File: src/rtl/jtframe_bank_client.sv
// rtl/jtframe_bank_client.sv - game-side SDRAM bank requester with a 1-line, 2-word read cache
`timescale 1ns/1ps

module jtframe_bank_client #(
  parameter int                SDRAMW = 22,
  parameter int                AW     = 18,
  parameter int                DW     = 8,
  parameter logic [SDRAMW-1:0] OFFSET = '0
) (
  input  logic              clk,
  input  logic              rst,
  input  logic [AW-1:0]     addr,
  input  logic              addr_ok,
  output logic [DW-1:0]     dout,
  output logic              data_ok,
  output logic [SDRAMW-1:0] sdram_addr,
  output logic              sdram_rd,
  input  logic              sdram_ack,
  input  logic              sdram_dst,
  input  logic              sdram_dok,
  input  logic              sdram_rdy,
  input  logic [15:0]       data_read
);

  // Word-index width and line-tag width (a line holds two 16-bit words)
  localparam int WW = (DW == 8) ? AW - 1 : AW;
  localparam int TW = WW - 1;

  typedef enum logic [1:0] {
    ST_IDLE = 2'd0,
    ST_REQ  = 2'd1,
    ST_WAIT = 2'd2
  } state_t;

  state_t              state_q, state_d;
  logic [TW-1:0]       tag_q, tag_d;
  logic                valid_q, valid_d;
  logic [15:0]         word0_q, word0_d;
  logic [15:0]         word1_q, word1_d;
  logic [DW-1:0]       dout_q, dout_d;
  logic                data_ok_q, data_ok_d;
  logic                sdram_rd_q, sdram_rd_d;
  logic [SDRAMW-1:0]   sdram_addr_q, sdram_addr_d;

  logic [WW-1:0]       w;
  logic [TW-1:0]       cur_tag;
  logic [SDRAMW-1:0]   line_addr;
  logic [15:0]         word_sel;
  logic [DW-1:0]       sel_data;
  logic                hit;

  // Byte-addressed games drop the byte bit to get the word index; byte lane picked by addr[0]
  generate
    if (DW == 8) begin : g_byte
      assign w        = addr[AW-1:1];
      assign sel_data = addr[0] ? word_sel[15:8] : word_sel[7:0];
    end else begin : g_word
      assign w        = addr;
      assign sel_data = word_sel;
    end
  endgenerate

  assign cur_tag   = w[WW-1:1];
  assign line_addr = OFFSET + SDRAMW'({cur_tag, 1'b0});
  assign word_sel  = w[0] ? word1_q : word0_q;
  assign hit       = valid_q && (cur_tag == tag_q) && addr_ok;

  assign dout       = dout_q;
  assign data_ok    = data_ok_q;
  assign sdram_rd   = sdram_rd_q;
  assign sdram_addr = sdram_addr_q;

  // Next-state: registered hit output plus the request/fill FSM
  always_comb begin
    state_d      = state_q;
    tag_d        = tag_q;
    valid_d      = valid_q;
    word0_d      = word0_q;
    word1_d      = word1_q;
    sdram_rd_d   = sdram_rd_q;
    sdram_addr_d = sdram_addr_q;
    dout_d       = hit ? sel_data : dout_q;
    data_ok_d    = hit;

    case (state_q)
      ST_IDLE: begin
        // Only one request in flight; the cache is invalidated while it refills
        if (addr_ok && !hit) begin
          state_d      = ST_REQ;
          tag_d        = cur_tag;
          sdram_addr_d = line_addr;
          sdram_rd_d   = 1'b1;
          valid_d      = 1'b0;
        end
      end
      ST_REQ: begin
        if (sdram_ack) begin
          sdram_rd_d = 1'b0;
          state_d    = ST_WAIT;
        end
      end
      ST_WAIT: begin
        if (sdram_dst && sdram_dok) begin
          word0_d = data_read;
        end
        // The burst always fills the latched tag, even if addr moved meanwhile
        if (sdram_rdy) begin
          word1_d = data_read;
          valid_d = 1'b1;
          state_d = ST_IDLE;
        end
      end
      default: begin
        state_d = ST_IDLE;
      end
    endcase
  end

  // State register with synchronous reset
  always_ff @(posedge clk) begin
    if (rst) begin
      state_q      <= ST_IDLE;
      tag_q        <= '0;
      valid_q      <= 1'b0;
      word0_q      <= '0;
      word1_q      <= '0;
      dout_q       <= '0;
      data_ok_q    <= 1'b0;
      sdram_rd_q   <= 1'b0;
      sdram_addr_q <= '0;
    end else begin
      state_q      <= state_d;
      tag_q        <= tag_d;
      valid_q      <= valid_d;
      word0_q      <= word0_d;
      word1_q      <= word1_d;
      dout_q       <= dout_d;
      data_ok_q    <= data_ok_d;
      sdram_rd_q   <= sdram_rd_d;
      sdram_addr_q <= sdram_addr_d;
    end
  end

endmodule
File: config.mk
export PLATFORM = sky130hd
export DESIGN_NAME = jtframe_bank_client
export DESIGN_NICKNAME = d
export VERILOG_FILES = /design/src/rtl/jtframe_bank_client.sv
export SDC_FILE = /design/constraint.sdc
export NUM_CORES = 1
export LEC_CHECK = 0
export ABC_AREA = 1
export CORE_MARGIN = 1.5
export CORE_UTILIZATION = 42
export DETAILED_ROUTE_END_ITERATION = 6
export GPL_TIMING_DRIVEN = 0
export HOLD_SLACK_MARGIN = 0.05
export PLACE_DENSITY = 0.7
export SYNTH_ARGS = -nofsm -noshare
export SYNTH_HDL_FRONTEND = slang
export SYNTH_SLANG_ARGS = --single-unit
File: constraint.sdc
create_clock -name clk -period 1.8 [get_ports clk]
set_clock_uncertainty 0.2 [all_clocks]
set_input_delay 0.36 -clock clk [delete_from_list [all_inputs] [get_ports clk]]
set_output_delay 0.36 -clock clk [all_outputs]
set_load 0.01 [all_outputs]
==> impl_metrics.tcl <==
set metrics [dict create \
    synth_area_mm2 0.00300 \
    synth_seq_cells 61 \
    synth_top_family_by_area "simple AND/OR/NAND/NOR gates" \
    crit_fanout 5 \
    postRouteAntennaNets 0 \
    route.detailed.drc 0 \
    grt_pass1_wl_um 13300 \
    design_area_mm2 0.00443 \
    violations "negative setup slack" \
    crit_arrival_ps 1950 \
    start_util_pct 43.7 \
    dp_hpwl_um 5710 \
    synth_common_cells "nand2_1 (92), nor2_1 (87), dfxtp_1 (61)" \
    antenna_found_initial 0 \
    min-delay-start "addr[6]" \
    fin_hold_ws_ps 216 \
    crit_type "flop to flop" \
    yosysTopAreaCellShare_pct 40.7 \
    drt-wirelength-per-cell_um 14.0 \
    final.min_clock_period_ps 1870 \
    critPathLaunchType "flop" \
    synth_top_cell_by_area "dfxtp_1" \
    area_delta_synth_final_pct 47.6 \
    htreeDepth 3 \
    maxCapViolations 0 \
    end_kind "flop" \
    numCtsBuffers 9 \
    slew_viol_final 0 \
    worst_pin_slew_ps 507 \
    final_nets 598 \
    r2r_start "tag_q[14]" \
    ys.flop_type "dfxtp_1" \
    total_power_w 0.00334 \
    synthSimpleGateAreaFrac_pct 32.6 \
    grt_pass1_vias 2835 \
    clockBufferDepth 2 \
    synthDistinctLibCells 27 \
    regToRegEndpoint "valid_q" \
    max_freq_mhz 535 \
    diodes 0 \
    ios 73 \
    synthMuxAreaShare_pct 0 \
    peakVddDrop_uv 430 \
    drive_gt1_share_pct 24.4 \
    period_share_pct 104 \
    power_density_mw_per_mm2 754 \
    grt_use_total_pct 22.7 \
    cts_tree "built" \
    path_common_cell "nand2_1" \
    syn_inst 453 \
    drt-pass1-iter-count 4 \
    routed_wl_um 9240 \
    insertion_delay_ps 350 \
    die_y_um 87.5 \
    ys_warn_count 0 \
    synth_edf_count 0 \
    core-area_mm2 0.00687 \
    min_to "tag_q[4]" \
    required_ps 1880 \
    reg2reg_slack_ps -70 \
    leakagePower_nw 2.19 \
    yosys-top-cells-area "dfxtp_1 (41%), nand2_1 (12%), nor2_1 (11%)" \
    dpl_cell_area_mm2 0.00379 \
    min_path_type "primary input to flop" \
    hold_viol_final 0 \
    syn_area_per_cell_um2 6.63 \
    yosysMostFrequentCell "nand2_1" \
    num_vias 3223 \
    worstRegToRegCells 8 \
    grt_max_degree 18 \
    rsz0062_at_grt "yes" \
    synthXorXnorAreaFrac_pct 0.875 \
    synthArstFlopShare_pct 0 \
    path_cells "xnor2_2 > nand2_1 > and2b_4 > nand3_4 > nand2_8 > buf_4 > nand2_1 > a21oi_1" \
    clock_sinks 61 \
    cp_slowest_cell "dfxtp_2" \
    via_per_inst 4.90 \
    status "finished with violations" \
    dieWidth_um 87.5 \
    routabilityCongestion 0.915 \
    whs_path_depth 5 \
    drt_iter0_drc 250 \
    cts_hold_buf 0 \
    ys_seq_area_share_pct 40.7 \
    grt_overflow 0 \
    slowest_delay_ps 400 \
    setup_ws_ps -70.4 \
    synthAdderAreaFrac_pct 0 \
    die_area_mm2 0.00766 \
    final_util_pct 64.5 \
    max_slew_margin_pct 66.2 \
    fp-row-count 30 \
    cts-root-buf "clkbuf_8" \
    setup_violations 21 \
    dp.cells 619 \
    synth_compound_area_share_pct 13.8 \
    portBuffers 65 \
    num-fill-cells 627 \
    stdcell_count 658 \
    clk_pin_slew_worst_paths_ps 70 \
]
-- where the power goes --
| group | internal (W) | switching, W |
|---|---|---|
| logic | 0.000300 | 0.000359 |
| clock network | 0.000673 | 0.000548 |
| registers | 0.00141 | 0.0000546 |
-- layer usage --
metal / global-route usage (%) / wire length, µm / vias up
met5: 0 / 0 / -
met4: 9.24 / 192 / 0
met3: 3.68 / 716 / 19
met2: 36.8 / 4540 / 132
met1: 30.1 / 3800 / 1457
li1: - / - / 1615
-- how the worst max path moves through the flow --
| stage | slack [ps] | endpoint | startpoint |
|---|---|---|---|
| final | -70 | valid_q | tag_q[14] |
| after global routing | -120 | dout[5] | tag_q[3] |
| after CTS | 1 | dout[3] | dout[3] |
| after detailed placement | -600 | tag_q[15] | addr_ok |
| after global placement | -570 | tag_q[8] | addr_ok |
| after floorplan | 100 | tag_q[9] | tag_q[10] |
-- flip-flops by register name (all words and copies together) (netlist names) --
| register | flops |
|---|---|
| word0_q | 16 |
| dout | 8 |
| sdram_rd | 1 |
| state_q | 2 |
| word1_q | 16 |
| tag_q | 16 |
| valid_q | 1 |
| data_ok | 1 |
-- layout by cell type, fill, tap and decap left out, types with 5 or more instances in the layout --
master            n
nor2_1           75
nand2_1          75
o21ai_0          48
inv_1            46
dfxtp_1          46
a21oi_1          35
dlygate4sd2_1    30
clkdlybuf4s50_1  26
buf_4            25
nand2_2          19
nand3_1          15
nor2_2           14
inv_2            10
nor2_4           10
clkbuf_8         10
dfxtp_2          10
clkbuf_2          9
dlymetal6s2s_1    9
clkbuf_1          6
conb_1            6
dfxtp_4           5
-- repair_timing --
action / in CTS / in global routing
pin swaps: 9 / 19
setup buffers: 11 / 11
gates cloned: 1 / 3
endpoints found under the setup margin: 70 / 58
resized for setup: 52 / 83
-- per-stage QoR --
stage	setup WS, ps	setup TNS (ps)
floorplan	104	0
global placement	-572	-23780
detailed placement	-596	-24830
CTS	1.32	0
global route	-124	-1710
finish	-70.4	-556
-- cell families (layout without fill, tap and decap cells) --
logic type             after synthesis  after routing
buffers and inverters               81            184
AO/OA/AOI/OAI                       83             83
other                                1              6
XOR/XNOR                             3              3
AND/OR/NAND/NOR                    224            225
flip-flops                          61             61
-- worst max-delay path, delay by kind of cell (launching register included) --
kind | cells | cell delay (ps)
AND/OR/NAND/NOR | 5 | 790
flip-flops | 1 | 400
XOR/XNOR | 1 | 140
buffers and inverters | 1 | 140
AO/OA/AOI/OAI | 1 | 120
-- final cells by class --
| class | instances | area [µm²] | area share (%) |
|---|---|---|---|
| multi-input cells | 317 | 1640 | 37.1 |
| clock buffers | 12 | 145 | 3.27 |
| clock inverters | 4 | 47.5 | 1.07 |
| inverters | 57 | 226 | 5.11 |
| repair buffers | 88 | 846 | 19.1 |
| plain buffers | 21 | 125 | 2.82 |
| flip-flops and latches | 61 | 1250 | 28.3 |
| repair inverters | 2 | 25.0 | 0.565 |
| well taps | 96 | 120 | 2.71 |
Power figures use the tool's default switching activity.
